===== src/rtl/if_pkg.sv =====
// ---------------------------------------------------------------------------
// if_pkg
// Shared types and constants for the instruction-fetch prefetch queue.
//   IMEM_WORDS_DEF : default instruction memory size in 32-bit words
//   INSTR_W        : instruction word width
//   state_t        : fetch control state (IDLE / RUN / HALT)
//   fetch_entry_t  : one queued instruction together with its byte address
// ---------------------------------------------------------------------------
package if_pkg;

    localparam int unsigned IMEM_WORDS_DEF = 256;
    localparam int unsigned INSTR_W        = 32;

    typedef enum logic [1:0] {
        IDLE = 2'd0,
        RUN  = 2'd1,
        HALT = 2'd2
    } state_t;

    typedef struct packed {
        logic [31:0]        pc;
        logic [INSTR_W-1:0] instr;
    } fetch_entry_t;

    // Fetch addresses are always word aligned.
    function automatic logic [31:0] align_pc(input logic [31:0] pc);
        return {pc[31:2], 2'b00};
    endfunction

    // Saturating 32-bit add for event counters.
    function automatic logic [31:0] sat_add(input logic [31:0] a, input logic [31:0] b);
        logic [32:0] sum;
        sum = {1'b0, a} + {1'b0, b};
        return sum[32] ? 32'hFFFF_FFFF : sum[31:0];
    endfunction

endpackage


===== src/rtl/if_prefetch_queue_if.sv =====
// ---------------------------------------------------------------------------
// if_prefetch_queue_if
// Instruction-memory request/response bus between the fetch unit and IMEM.
//   imem_req_o    : fetch request (fetch side drives)
//   imem_addr_o   : word-aligned fetch byte address
//   imem_gnt_i    : memory accepts the request this cycle
//   imem_rvalid_i : response valid, responses return in request order
//   imem_rdata_i  : instruction word
// Modports: master = fetch unit, slave = instruction memory.
// ---------------------------------------------------------------------------
interface if_prefetch_queue_if;

    logic        imem_req_o;
    logic [31:0] imem_addr_o;
    logic        imem_gnt_i;
    logic        imem_rvalid_i;
    logic [31:0] imem_rdata_i;

    modport master (
        output imem_req_o, imem_addr_o,
        input  imem_gnt_i, imem_rvalid_i, imem_rdata_i
    );

    modport slave (
        input  imem_req_o, imem_addr_o,
        output imem_gnt_i, imem_rvalid_i, imem_rdata_i
    );

endinterface


===== src/rtl/if_fifo.sv =====
// ---------------------------------------------------------------------------
// if_fifo
// Synchronous in-order FIFO of fetch_entry_t. Flush wins over push and pop.
//   clk_i, rst_i  : clock, asynchronous active-low reset
//   push_i        : write push_data_i at the tail
//   push_data_i   : entry to write
//   pop_i         : drop the head entry
//   flush_i       : empty the FIFO
//   head_o        : current head entry (registered storage)
//   empty_o       : FIFO holds no entries
//   count_o       : number of entries held
// DEPTH must be a power of two so the pointers wrap naturally.
// ---------------------------------------------------------------------------
module if_fifo
    import if_pkg::*;
#(
    parameter  int unsigned DEPTH = 4,
    localparam int unsigned PTR_W = $clog2(DEPTH),
    localparam int unsigned CNT_W = PTR_W + 1
) (
    input  logic             clk_i,
    input  logic             rst_i,
    input  logic             push_i,
    input  fetch_entry_t     push_data_i,
    input  logic             pop_i,
    input  logic             flush_i,
    output fetch_entry_t     head_o,
    output logic             empty_o,
    output logic [CNT_W-1:0] count_o
);

    fetch_entry_t     mem_q [DEPTH];
    logic [PTR_W-1:0] wr_ptr_q;
    logic [PTR_W-1:0] rd_ptr_q;
    logic [CNT_W-1:0] count_q;
    logic             do_push;
    logic             do_pop;

    assign do_pop  = pop_i && !flush_i && (count_q != '0);
    assign do_push = push_i && !flush_i && ((count_q != CNT_W'(DEPTH)) || do_pop);

    // NOTE: the storage array is reset along with the pointers so the head
    // outputs read as zero while in reset; it is only DEPTH entries deep.
    // NOTE: sequential state uses non-blocking assignments only, so every
    // register samples pre-edge values regardless of statement order.
    always_ff @(posedge clk_i or negedge rst_i) begin
        if (!rst_i) begin
            wr_ptr_q <= '0;
            rd_ptr_q <= '0;
            count_q  <= '0;
            for (int i = 0; i < DEPTH; i++) begin
                mem_q[i] <= '0;
            end
        end else if (flush_i) begin
            wr_ptr_q <= '0;
            rd_ptr_q <= '0;
            count_q  <= '0;
        end else begin
            if (do_push) begin
                mem_q[wr_ptr_q] <= push_data_i;
                wr_ptr_q        <= wr_ptr_q + PTR_W'(1);
            end
            if (do_pop) begin
                rd_ptr_q <= rd_ptr_q + PTR_W'(1);
            end
            count_q <= count_q + CNT_W'(do_push) - CNT_W'(do_pop);
        end
    end

    assign head_o  = mem_q[rd_ptr_q];
    assign empty_o = (count_q == '0);
    assign count_o = count_q;

endmodule


===== src/rtl/if_prefetch_queue.sv =====
// ---------------------------------------------------------------------------
// if_prefetch_queue
// Instruction-fetch front end: issues sequential word-aligned fetches into
// the instruction memory, keeps up to DEPTH instructions in flight or
// buffered, and hands them to decode through a valid/ready handshake.
// A branch redirect flushes the queue and discards stale in-flight responses.
//   clk_i, rst_i    : clock, asynchronous active-low reset
//   imem            : IMEM request/response bus (master modport)
//   redirect_i      : branch taken, restart fetch at redirect_pc_i
//   redirect_pc_i   : redirect target byte address (low bits ignored)
//   instr_valid_o   : queue head valid
//   instr_o         : queue head instruction
//   instr_pc_o      : byte address of the queue head
//   instr_ready_i   : consumer pops the head when valid and ready
//   halted_o        : fetch PC is out of range, no further requests
// Optional (macro IF_PREFETCH_PERF_EN): perf_fetched_o, perf_dropped_o,
// perf_stall_o saturating event counters.
// ---------------------------------------------------------------------------
module if_prefetch_queue
    import if_pkg::*;
#(
    parameter int unsigned DEPTH      = 4,
    parameter int unsigned IMEM_WORDS = IMEM_WORDS_DEF,
    parameter logic [31:0] RESET_PC   = 32'h0
) (
    input  logic               clk_i,
    input  logic               rst_i,
    if_prefetch_queue_if.master imem,
    input  logic               redirect_i,
    input  logic [31:0]        redirect_pc_i,
    output logic               instr_valid_o,
    output logic [INSTR_W-1:0] instr_o,
    output logic [31:0]        instr_pc_o,
    input  logic               instr_ready_i,
    output logic               halted_o
`ifdef IF_PREFETCH_PERF_EN
    ,
    output logic [31:0]        perf_fetched_o,
    output logic [31:0]        perf_dropped_o,
    output logic [31:0]        perf_stall_o
`endif
);

    localparam int unsigned CNT_W    = $clog2(DEPTH) + 1;
    localparam int unsigned SUM_W    = CNT_W + 1;
    localparam logic [32:0] PC_LIMIT = 33'(IMEM_WORDS) << 2;

    state_t           state_q;
    state_t           state_d;
    logic [32:0]      fetch_pc_q;   // bit 32 records a wrap past 2^32 as out of range
    logic [31:0]      resp_pc_q;    // PC owed to the next non-stale response
    logic [CNT_W-1:0] inflight_q;
    logic [CNT_W-1:0] inflight_d;
    logic [CNT_W-1:0] stale_q;
    logic [CNT_W-1:0] fifo_count;
    logic             fifo_empty;
    fetch_entry_t     head;
    fetch_entry_t     push_entry;
    logic             pc_in_range;
    logic             has_room;
    logic             req;
    logic             gnt_acc;
    logic             rsp_drop;
    logic             push;
    logic             pop;

    assign pc_in_range = (fetch_pc_q < PC_LIMIT);
    // Buffered plus in-flight never exceeds DEPTH, so the FIFO cannot overflow.
    assign has_room    = ({1'b0, fifo_count} + {1'b0, inflight_q}) < SUM_W'(DEPTH);

    // ---------------- FSM: state register ----------------
    always_ff @(posedge clk_i or negedge rst_i) begin
        if (!rst_i) state_q <= IDLE;
        else        state_q <= state_d;
    end

    // ---------------- FSM: next state ----------------
    // NOTE: every combinational output gets a default first so no path
    // leaves it unassigned and infers a latch.
    always_comb begin
        state_d = state_q;
        case (state_q)
            IDLE:    state_d = RUN;
            RUN:     if (!pc_in_range) state_d = HALT;
            HALT:    state_d = HALT;
            default: state_d = IDLE;
        endcase
        if (redirect_i) state_d = RUN;
    end

    // ---------------- FSM: outputs ----------------
    always_comb begin
        req      = 1'b0;
        halted_o = 1'b0;
        case (state_q)
            RUN:     req = pc_in_range && has_room;
            HALT:    halted_o = 1'b1;
            default: ;
        endcase
    end

    // ---------------- Request / response accounting ----------------
    assign gnt_acc    = req && imem.imem_gnt_i;
    // A response in the redirect cycle belongs to the old path as well.
    assign rsp_drop   = imem.imem_rvalid_i && (redirect_i || (stale_q != '0));
    assign push       = imem.imem_rvalid_i && !rsp_drop;
    assign pop        = instr_valid_o && instr_ready_i && !redirect_i;
    assign inflight_d = inflight_q + CNT_W'(gnt_acc) - CNT_W'(imem.imem_rvalid_i);

    always_ff @(posedge clk_i or negedge rst_i) begin
        if (!rst_i) begin
            fetch_pc_q <= {1'b0, RESET_PC};
            resp_pc_q  <= RESET_PC;
            inflight_q <= '0;
            stale_q    <= '0;
        end else begin
            inflight_q <= inflight_d;
            if (redirect_i) begin
                // Everything still outstanding, including a grant this cycle,
                // will come back on the old path and must be discarded.
                stale_q    <= inflight_d;
                fetch_pc_q <= {1'b0, align_pc(redirect_pc_i)};
                resp_pc_q  <= align_pc(redirect_pc_i);
            end else begin
                if (imem.imem_rvalid_i && (stale_q != '0)) stale_q <= stale_q - CNT_W'(1);
                if (gnt_acc) fetch_pc_q <= fetch_pc_q + 33'd4;
                if (push)    resp_pc_q  <= resp_pc_q + 32'd4;
            end
        end
    end

    assign push_entry = '{pc: resp_pc_q, instr: imem.imem_rdata_i};

    if_fifo #(.DEPTH(DEPTH)) u_fifo (
        .clk_i       (clk_i),
        .rst_i       (rst_i),
        .push_i      (push),
        .push_data_i (push_entry),
        .pop_i       (pop),
        .flush_i     (redirect_i),
        .head_o      (head),
        .empty_o     (fifo_empty),
        .count_o     (fifo_count)
    );

    assign imem.imem_req_o  = req;
    assign imem.imem_addr_o = req ? fetch_pc_q[31:0] : 32'h0;
    assign instr_valid_o    = !fifo_empty;
    assign instr_o          = head.instr;
    assign instr_pc_o       = head.pc;

`ifdef IF_PREFETCH_PERF_EN
    // ---------------- Performance counters ----------------
    logic [31:0] drop_inc;
    assign drop_inc = 32'(rsp_drop) + (redirect_i ? 32'(fifo_count) : 32'd0);

    always_ff @(posedge clk_i or negedge rst_i) begin
        if (!rst_i) begin
            perf_fetched_o <= '0;
            perf_dropped_o <= '0;
            perf_stall_o   <= '0;
        end else begin
            perf_fetched_o <= sat_add(perf_fetched_o, 32'(push));
            perf_dropped_o <= sat_add(perf_dropped_o, drop_inc);
            perf_stall_o   <= sat_add(perf_stall_o, 32'((state_q == RUN) && !instr_valid_o));
        end
    end
`endif

endmodule


===== src/flat_wrapper.sv =====
// flat-port wrapper written by rule: the top's interface ports become plain ports
module if_prefetch_queue_flat import if_pkg::*;
#(
    parameter int unsigned DEPTH      = 4,
    parameter int unsigned IMEM_WORDS = IMEM_WORDS_DEF,
    parameter logic [31:0] RESET_PC   = 32'h0
)
  (clk_i, rst_i, redirect_i, redirect_pc_i, instr_valid_o, instr_o, instr_pc_o, instr_ready_i, halted_o, imem_imem_req_o, imem_imem_addr_o, imem_imem_gnt_i, imem_imem_rvalid_i, imem_imem_rdata_i);
  if_prefetch_queue_if imem_i ();
  input  logic clk_i;
  input  logic rst_i;
  input  logic redirect_i;
  input  logic [31:0] redirect_pc_i;
  output logic instr_valid_o;
  output logic [INSTR_W-1:0] instr_o;
  output logic [31:0] instr_pc_o;
  input  logic instr_ready_i;
  output logic halted_o;
  output wire logic [$bits(imem_i.imem_req_o)-1:0] imem_imem_req_o;
  output wire logic [$bits(imem_i.imem_addr_o)-1:0] imem_imem_addr_o;
  input wire logic [$bits(imem_i.imem_gnt_i)-1:0] imem_imem_gnt_i;
  input wire logic [$bits(imem_i.imem_rvalid_i)-1:0] imem_imem_rvalid_i;
  input wire logic [$bits(imem_i.imem_rdata_i)-1:0] imem_imem_rdata_i;
  assign imem_imem_req_o = imem_i.imem_req_o;
  assign imem_imem_addr_o = imem_i.imem_addr_o;
  assign imem_i.imem_gnt_i = imem_imem_gnt_i;
  assign imem_i.imem_rvalid_i = imem_imem_rvalid_i;
  assign imem_i.imem_rdata_i = imem_imem_rdata_i;
  if_prefetch_queue #(.DEPTH(DEPTH), .IMEM_WORDS(IMEM_WORDS), .RESET_PC(RESET_PC)) u_core (.clk_i(clk_i), .rst_i(rst_i), .imem(imem_i), .redirect_i(redirect_i), .redirect_pc_i(redirect_pc_i), .instr_valid_o(instr_valid_o), .instr_o(instr_o), .instr_pc_o(instr_pc_o), .instr_ready_i(instr_ready_i), .halted_o(halted_o));
endmodule

===== config.mk =====
export PLATFORM = sky130hd
export DESIGN_NAME = if_prefetch_queue_flat
export DESIGN_NICKNAME = d
export VERILOG_FILES = /design/src/rtl/if_pkg.sv /design/src/rtl/if_prefetch_queue_if.sv /design/src/rtl/if_fifo.sv /design/src/rtl/if_prefetch_queue.sv /design/src/flat_wrapper.sv
export SDC_FILE = /design/constraint.sdc
export NUM_CORES = 1
export LEC_CHECK = 0
export BUFFER_PORTS_ARGS = -buffer_cell sky130_fd_sc_hd__buf_2
export CAP_MARGIN = 10
export CELL_PAD_IN_SITES_DETAIL_PLACEMENT = 1
export CELL_PAD_IN_SITES_GLOBAL_PLACEMENT = 1
export CORE_MARGIN = 5
export CORE_UTILIZATION = 30
export DETAILED_ROUTE_END_ITERATION = 10
export GPL_ROUTABILITY_DRIVEN = 0
export MAX_ROUTING_LAYER = met4
export PLACE_DENSITY_LB_ADDON = 0.3
export SKIP_CTS_REPAIR_TIMING = 1
export SLEW_MARGIN = 20
export SYNTH_ARGS = -nofsm -noshare
export SYNTH_HDL_FRONTEND = slang
export SYNTH_SLANG_ARGS = --single-unit

===== constraint.sdc =====
create_clock -name clk_i -period 3.2 [get_ports clk_i]
set_clock_uncertainty 0.15 [all_clocks]
set_input_delay 0.48 -clock clk_i [delete_from_list [all_inputs] [get_ports clk_i]]
set_output_delay 0.48 -clock clk_i [all_outputs]
set_load 0.05 [all_outputs]

==> results of run 1 <==
[sequential cells by signal (all words and copies together) (netlist names)]
signal	cells
u_core.u_fifo.mem_q	248
u_core.stale_q	3
u_core.fetch_pc_q	31
u_core.state_q	2
u_core.u_fifo.count_o	3
u_core.resp_pc_q	30
u_core.inflight_q	3
u_core.u_fifo.rd_ptr_q	2
u_core.u_fifo.wr_ptr_q	2
[metrics by stage]
stage | hold slack [ps] | TNS (ps) | total power [mW] | worst slack [ps] | std cells
after floorplan | 34.4 | 0 | 9.99 | 301 | 1099
after global placement | 334 | 0 | 11.4 | 441 | 1848
after detailed placement | 341 | 0 | 11.5 | 372 | 1848
after CTS | -213 | -1820 | 16.1 | -228 | 1918
after global routing | 11.4 | -3.28 | 16.7 | -2.83 | 1921
final | 28.8 | 0 | 15.8 | 140 | 1921
[Yosys cell counts (all sizes together), types with 5 or more instances]
master    n  share of area [%]
a211oi    5               0.25
a21boi    6               0.30
a21oi     5               0.17
a31oi     9               0.37
and2     16               0.68
and3      6               0.25
buf      73                2.9
clkbuf   25               0.63
dfrtp   324                 54
ha       17                1.4
inv      27               0.67
mux2    260                 19
mux4     62                9.2
nand2    30               0.75
nand2b    9               0.37
nand3    28               0.99
nand4    11               0.46
nor2     27               0.67
nor3      5               0.17
nor4     15               0.62
o21ai    22               0.73
o311ai    5               0.29
o31ai    12               0.60
or3       5               0.21
or4      12               0.60
xnor2    12               0.70
xor2      6               0.35
[worst min-delay path by stage]
stage,end,from,slack (ps)
floorplan,u_core.fetch_pc_q[10],rst_i,30
global placement,u_core.u_fifo.mem_q[124],u_core.u_fifo.mem_q[124],330
detailed placement,u_core.u_fifo.mem_q[246],u_core.u_fifo.mem_q[246],340
CTS,u_core.fetch_pc_q[20],rst_i,-210
global route,u_core.resp_pc_q[20],redirect_pc_i[20],10
finish,u_core.resp_pc_q[20],redirect_pc_i[20],30
[critical path: cells and delay by family (launching register included)]
kind | cells | cell delay [ps]
buffers and inverters | 2 | 300
adders and majority gates | 1 | 240
and+or+nand+nor | 4 | 910
DFF | 1 | 440
[cells by family (layout without fill, tap and decap cells)]
group	Yosys count	count (layout)	share of synthesized area, %
adders and majority gates	19	19	1.67
buffers and inverters	125	274	4.24
other	1	27	0.0248
muxes	323	323	28.7
and+or+nand+nor	183	183	6.95
xor gates and xnor gates	18	18	1.04
AOI/OAI and AO/OA	81	81	3.66
DFF	324	324	53.7
[where the power goes]
part	switching, mW	total (mW)	internal [mW]
registers	0.625	5.63	5.01
logic	3.60	5.75	2.15
clock network	1.73	4.45	2.72
total	5.96	15.8	9.88
[final cells by class]
cell class	instances	area, sq um	share of cell area (%)
clock buffers	61	1190	6.59
clock inverters	9	106	0.588
flip-flops and latches	324	8120	44.9
repair inverters	1	7.51	0.0415
inverters	27	101	0.561
well taps	672	841	4.65
diodes	1	2.50	0.0138
multi-input cells	650	6490	35.9
repair buffers	176	1210	6.72
[per-layer routing]
| metal | vias to the layer above | part of all wire [%] | global-route usage, % | routed length (um) |
|---|---|---|---|---|
| met2 | 177 | 47 | 22.7 | 17900 |
| li1 | 4206 | - | - | - |
| met3 | 55 | 4.5 | 2.72 | 1730 |
| met5 | - | 0 | - | 0 |
| met1 | 4990 | 46 | 19.2 | 17500 |
| met4 | 0 | 2.4 | 3.74 | 898 |
==> flow_summary_export.csv, run 1 <==
group,metric,value,unit
synthesis,synth_seq_cells,324,
critical_path,reg2reg_from,"u_core.stale_q[0]",
sta,setup_viol,0,
floorplanning,dieWidth,234,um
critical_path,path_cells,"ha_1 -> nor3_4 -> nand2_2 -> or3_4 -> clkinvlp_4 -> and2_1 -> buf_4",
sta,layout_worst_path_cycle_share,95.6,%
drt,vias,9428,
clock_tree,cts_tree,"done",
sta,finalMaxSlewViolations,0,
finish,finalCoreUtilization,36.2,%
synthesis,ys_seq_area_share,53.7,%
critical_path,start_kind,"flip-flop",
clock_tree,htreeDepth,2,
critical_path,slowest_stage,"dfrtp_2",
sta,period_minus_slack,3060,ps
grt,grt_use_total,14.4,%
critical_path,crit_type,"flip-flop to primary output",
critical_path,critPathLaunch,"u_core.u_fifo.count_o[1]",
synthesis,synth_ff_type,"dfrtp_1",
critical_path,critPathMaxStageDelay,440,ps
critical_path,end_kind,"primary output",
grt,antenna_found_initial,1,
synthesis,netlist_instances,1074,
min_path,min_path_type,"input port to flip-flop",
critical_path,critPathArrivalTime,2430,ps
floorplanning,rows,82,
floorplanning,core,50000,sq um
floorplanning,start_util,30.2,%
power,p_leak,8.15,nW
floorplanning,die_h,234,um
finish,design_area,18100,sq um
finish,drive_above_1_share,46.2,%
drt,route.detailed.drc,0,
sta,worst_pin_slew,707,ps
grt,grt_first_pass_wirelength,60400,um
finish,fin_nets,1308,
power,power_density,876,nW/um^2
critical_path,cp.required,2570,ps
place,placed_cell_area,16700,sq um
finish,layout_common_cells,"321 x dfrtp_1, 260 x mux2_2, 131 x buf_2",
synthesis,netlist-cell-type-count,56,
finish,layout_commonest_cell,"dfrtp_1",
clock_tree,clk_latency,540,ps
critical_path,reg2reg_to,"u_core.u_fifo.count_o[2]",
sta,rsz0062_at_grt,"yes",
finish,fillCellCount,5234,
synthesis,synth_edf_count,0,
status,status,"finished, final reports clean",
power,peakVddDrop,0.343,mV
grt,first_global_vias,10500,
flow_run,cap_violations,0,
place,io_buffers,140,
sta,slew_headroom,52.9,%
synthesis,yosys_warnings,0,
clock_tree,clk_pin_slew,50,ps
place,detailed_place_hpwl,25300,um
clock_tree,clock-sinks,324,
drt,antenna_left,0,
drt,first_pass_iters,4,
sta,final_hold_viol_count,0,
synthesis,ys_async_sr_fraction,100,%
drt,wirelength,38100,um
floorplanning,io_pins,169,
drt,post_drt_wl_per_cell,19.8,um
drt,drt_iter0_drc,379,
critical_path,ff2ff_setup_slack,470,ps
drt,via_per_inst,4.91,
critical_path,crit_path_end,"imem_imem_addr_o[2]",
grt,grt_max_degree,85,
synthesis,netlist_area,15100,sq um
critical_path,r2r_cells,12,
grt,gr-total-overflow,0,
sta,fmax,0.327,GHz
clock_tree,clock-root-buffer,"clkbuf_16",
clock_tree,cts_buffers,39,
min_path,hold_depth,3,
finish,area_growth,19.7,%
critical_path,critical_path.max_fanout,5,
synthesis,syn_avg_cell_area,14.1,sq um
floorplanning,die_area,54900,sq um
clock_tree,clockBufferDepth,3,
Note: power is estimated with default switching activity, not from simulation.
==> run 2, diff against run 1 <==
- CTS_BUF_LIST: unset -> sky130_fd_sc_hd__clkbuf_4
- GPL_ROUTABILITY_DRIVEN: 0 -> 1
- clock period: 3.2 -> 3.4 ns (I/O delays scaled with it)
==> run 2 against run 1 <==
- count of clock-buffer cells in the layout is 75 higher
- critical path depth stayed put
- register-to-register slack better by 110 ps
- core utilization is 1.2 points higher
- sequential power is 5.9% lower
- combinational power is 3% lower
- clock power is 16% lower
- largest cell class unchanged
- non-clock buffer count is 63 higher
- die area stayed put
==> flow_summary_export.csv, run 2 (synthesis gave the netlist of run 1 again) <==
group,metric,value,unit
floorplanning,start_util,30.2,%
critical_path,end_kind,"primary output",
floorplanning,dieWidth,234,um
critical_path,critPathArrivalTime,2610,ps
finish,layout_commonest_cell,"dfrtp_1",
clock_tree,clock-sinks,324,
clock_tree,clk_pin_slew,60,ps
drt,drt_iter0_drc,239,
min_path,min_path_type,"input port to flip-flop",
drt,via_per_inst,4.81,
clock_tree,htreeDepth,3,
clock_tree,cts_buffers,95,
drt,post_drt_wl_per_cell,19.0,um
finish,area_growth,23.7,%
floorplanning,die_h,234,um
grt,grt_first_pass_wirelength,61700,um
drt,route.detailed.drc,0,
finish,design_area,18700,sq um
finish,regArea,8120,sq um
clock_tree,clk_latency,800,ps
sta,layout_worst_path_cycle_share,96.2,%
critical_path,start_kind,"flip-flop",
sta,slew_headroom,48.7,%
sta,fmax,0.306,GHz
critical_path,reg2reg_from,"u_core.stale_q[0]",
place,detailed_place_hpwl,25300,um
finish,layout_common_cells,"321 x dfrtp_1, 260 x mux2_2, 136 x clkbuf_4",
min_path,hold_depth,4,
grt,gr-total-overflow,0,
finish,fillCellCount,5316,
finish,largest_register_ffs,248,
finish,largest_register,"u_core.u_fifo.mem_q",
finish,multi_input_area,6550,sq um
clock_tree,clockBufferDepth,3,
grt,first_global_vias,10900,
sta,finalMaxSlewViolations,0,
flow_run,cap_violations,0,
min_path,hp-start,"imem_imem_rvalid_i",
floorplanning,io_pins,169,
critical_path,cp.required,2740,ps
grt,grt_max_degree,86,
floorplanning,rows,82,
place,place_ws,495,ps
power,power_density,781,nW/um^2
drt,first_pass_iters,4,
sta,period_minus_slack,3270,ps
place,io_buffers,140,
finish,top_regs,"u_core.u_fifo.mem_q x248, u_core.fetch_pc_q x31, u_core.resp_pc_q x30",
critical_path,r2r_cells,6,
clock_tree,cts_tree,"done",
power,p_leak,8.51,nW
sta,worst_slack,130,ps
sta,rsz0062_at_grt,"yes",
sta,setup_viol,0,
grt,antenna_found_initial,2,
drt,wirelength,39300,um
critical_path,critPathLaunch,"u_core.u_fifo.count_o[1]",
critical_path,critical_path.max_fanout,5,
place,placed_cell_area,16600,sq um
power,peakVddDrop,0.316,mV
grt,grt_use_total,14.8,%
drt,vias,9968,
finish,fin_nets,1427,
finish,drive_above_1_share,47.9,%
drt,antenna_left,0,
sta,final_hold_viol_count,0,
status,status,"finished, final reports clean",
sta,worst_pin_slew,769,ps
floorplanning,core,50000,sq um
floorplanning,die_area,54900,sq um
critical_path,crit_type,"flip-flop to primary output",
clock_tree,clock-root-buffer,"clkbuf_4",
place,place.gp.congestion,0.752,
## run 2: cell types whose count changed in the layout (fill, tap and decap cells not counted), moves of 3 or more
| cell | previous run | this run |
|---|---|---|
| clkbuf_4 | 0 | 136 |
| dlygate4sd3_1 | 1 | 63 |
| clkbuf_16 | 41 | 0 |
| clkinv_1 | 0 | 16 |
| clkbuf_1 | 11 | 0 |
| clkbuf_8 | 9 | 0 |
| nor4_1 | 14 | 10 |
| clkinvlp_4 | 4 | 1 |
| nor4_2 | 1 | 4 |
## run 2: report_power, final
group	switching, mW	internal [mW]
Clock	1.68	2.04
Combinational	3.42	2.14
Sequential	0.589	4.71
Total	5.69	8.89
## run 2: path summary, 6_finish.rpt
check,end,slack (ps)
max reg2reg,u_core.resp_pc_q[27],580
min,u_core.stale_q[2],50
min reg2reg,u_core.u_fifo.mem_q[209],350
min in group asynchronous,u_core.fetch_pc_q[15],130
max in group asynchronous,u_core.u_fifo.mem_q[95],1890
max,imem_imem_addr_o[7],130
## run 2: cell type report
class / instances / share of cell area [%]
diodes: 2 / 0.0268
multi-input cells: 650 / 35.1
flip-flops and latches: 324 / 43.4
repair inverters: 1 / 0.0402
clock buffers: 136 / 5.47
well taps: 672 / 4.50
inverters: 27 / 0.543
clock inverters: 22 / 0.898
repair buffers: 239 / 10.0
## run 2: metal layers
| metal | vias up | share of wire, % | track usage [%] |
|---|---|---|---|
| met5 | - | 0 | - |
| met4 | 0 | 2.1 | 5.31 |
| met3 | 60 | 5.4 | 3.83 |
| met2 | 223 | 48 | 22.7 |
| met1 | 5199 | 45 | 19.0 |
| li1 | 4486 | - | - |
## run 2: critical path, stage by stage (launching register included)
cell and delay, ps:
dfrtp_2 440, ha_2 210, nor3_4 250, nand2_2 100, or3_4 430, inv_2 90, and2_1 150, buf_6 160
## run 2: per-stage QoR
| stage | TNS [ps] | hold WS (ps) | instances | util, % | power (mW) |
|---|---|---|---|---|---|
| 2_1_floorplan | 0 | 64.4 | 1099 | - | 9.40 |
| 3_3_place_gp | 0 | 334 | 1843 | 33.3 | 10.7 |
| 3_5_place_dp | 0 | 334 | 1843 | 33.3 | 10.9 |
| 4_1_cts | -4170 | -563 | 2001 | 35.7 | 14.7 |
| 5_1_grt | -151 | 16.6 | 2073 | 37.4 | 15.5 |
| 6_report | 0 | 47.4 | 2073 | 37.4 | 14.6 |
==> run 3, diff against run 2 <==
- clock period: 3.4 -> 3.7 ns (I/O delays scaled with it)
==> run 3 against run 2 <==
- non-clock buffer count decreased by 12
- power shrank 8.7%
- first-iteration DRC count is 31% higher
- critical path type unchanged
==> flow_summary_export.csv, run 3 (synthesis gave the netlist of run 1 again) <==
group,metric,value,unit
status,status,"finished, final reports clean",
grt,met1_usage,19.0,%
sta,totalNegativeSetupSlack,0,ps
sta,period_minus_slack,3500,ps
min_path,min_path_type,"input port to flip-flop",
critical_path,crit_type,"flip-flop to primary output",
clock_tree,cts_tree,"done",
finish,layout_commonest_cell,"dfrtp_1",
critical_path,cp.required,2990,ps
power,p_leak,8.46,nW
sta,setup_viol,0,
finish,top_regs,"u_core.u_fifo.mem_q x248, u_core.fetch_pc_q x31, u_core.resp_pc_q x30",
finish,design_area,18500,sq um
clock_tree,clk_pin_slew,60,ps
sta,fmax,0.286,GHz
power,peakVddDrop,0.293,mV
clock_tree,clock-sinks,324,
floorplanning,die_h,234,um
grt,grt_first_pass_wirelength,61600,um
sta,final_hold_viol_count,0,
finish,area_growth,22.3,%
grt,top_usage_layer,"met2",
drt,via_per_inst,4.75,
finish,fillCellCount,5295,
finish,drive_above_1_share,47.3,%
place,io_buffers,140,
place,place.gp.congestion,0.790,
drt,drt_iter0_drc,314,
place,detailed_place_hpwl,25200,um
clock_tree,clock-root-buffer,"clkbuf_4",
critical_path,start_kind,"flip-flop",
grt,first_global_vias,11000,
drt,post_drt_wl_per_cell,18.8,um
place,dp.cells,1838,
place,placed_cell_area,16600,sq um
drt,wirelength,39000,um
finish,largest_register_ffs,248,
critical_path,path_cells,"nor4_1 -> nand2_2 -> or3_4 -> clkinvlp_2 -> and2_1 -> clkbuf_4",
floorplanning,io_pins,169,
min_path,hp-start,"instr_ready_i",
sta,worst_pin_slew,783,ps
drt,antenna_left,0,
floorplanning,die_area,54900,sq um
floorplanning,rows,82,
critical_path,critPathArrivalTime,2790,ps
floorplanning,start_util,30.2,%
flow_run,cap_violations,0,
clock_tree,htreeDepth,3,
grt,met2_usage,22.7,%
grt,grt_use_total,14.7,%
clock_tree,clockBufferDepth,3,
floorplanning,dieWidth,234,um
finish,final_cells,2074,
clock_tree,cts_buffers,93,
power,power_density,721,nW/um^2
drt,route.detailed.drc,0,
critical_path,critPathMaxStageDelay,460,ps
finish,layout_common_cells,"322 x dfrtp_1, 260 x mux2_2, 151 x clkbuf_4",
finish,fin_nets,1413,
sta,layout_worst_path_cycle_share,94.5,%
sta,slew_headroom,47.4,%
drt,vias,9844,
grt,grt_use_met3,3.39,%
critical_path,critPathLaunch,"u_core.fetch_pc_q[23]",
drt,first_pass_iters,4,
critical_path,end_kind,"primary output",
grt,gr-total-overflow,0,
critical_path,slowest_stage,"or3_4",
clock_tree,clk_latency,780,ps
critical_path,reg2reg_from,"u_core.stale_q[0]",
critical_path,critical_path.max_fanout,12,
sta,finalMaxSlewViolations,0,
finish,largest_register,"u_core.u_fifo.mem_q",
floorplanning,core,50000,sq um
grt,grt_max_degree,93,
grt,antenna_found_initial,2,
==> run 3: critical path, delay by kind of cell, from the launching register on <==
family | cells | cell delay (ps)
flip-flops | 1 | 390
buffers and inverters | 2 | 360
AND/OR/NAND/NOR | 4 | 1270
==> run 3: final cells by class <==
class,instances,area [sq um],area share (%)
diodes,2,5.00,0.0271
clock buffers,146,1100,5.94
clock inverters,25,125,0.678
inverters,27,101,0.549
multi-input cells,650,6490,35.1
flip-flops and latches,324,8120,43.9
well taps,672,841,4.55
repair buffers,227,1690,9.15
repair inverters,1,5.00,0.0271
==> run 3: where the power goes <==
part           internal [mW]  switching (mW)
Clock                   1.86            1.59
Sequential              4.33           0.559
Combinational           1.89            3.10
==> run 3: per-stage QoR <==
stage                     worst slack, ps  power (mW)  utilization [%]  hold WS, ps
after floorplan                       726        8.64                -          109
after global placement                789        9.83             33.1          334
after detailed placement              732        9.96             33.1          338
after CTS                            -221        13.5             35.6         -421
after global routing                -5.59        14.1             37.0         10.8
final                                 202        13.3             37.0         75.0
==> run 3: path summary, 6_finish.rpt <==
path	endpoint	slack, ps	cells after the start
hold reg to reg	u_core.u_fifo.mem_q[155]	350	1
setup / recovery	imem_imem_addr_o[2]	200	6
hold / removal	u_core.u_fifo.rd_ptr_q[0]	80	4
setup reg to reg	u_core.u_fifo.mem_q[94]	910	8
max in group asynchronous	u_core.u_fifo.mem_q[0]	2260	3
min in group asynchronous	u_core.resp_pc_q[16]	260	2
==> run 3: per-layer routing <==
layer,up-vias,wire length [um]
met5,-,0
met4,0,891
met3,71,1730
met2,209,18700
met1,5103,17600
li1,4461,-
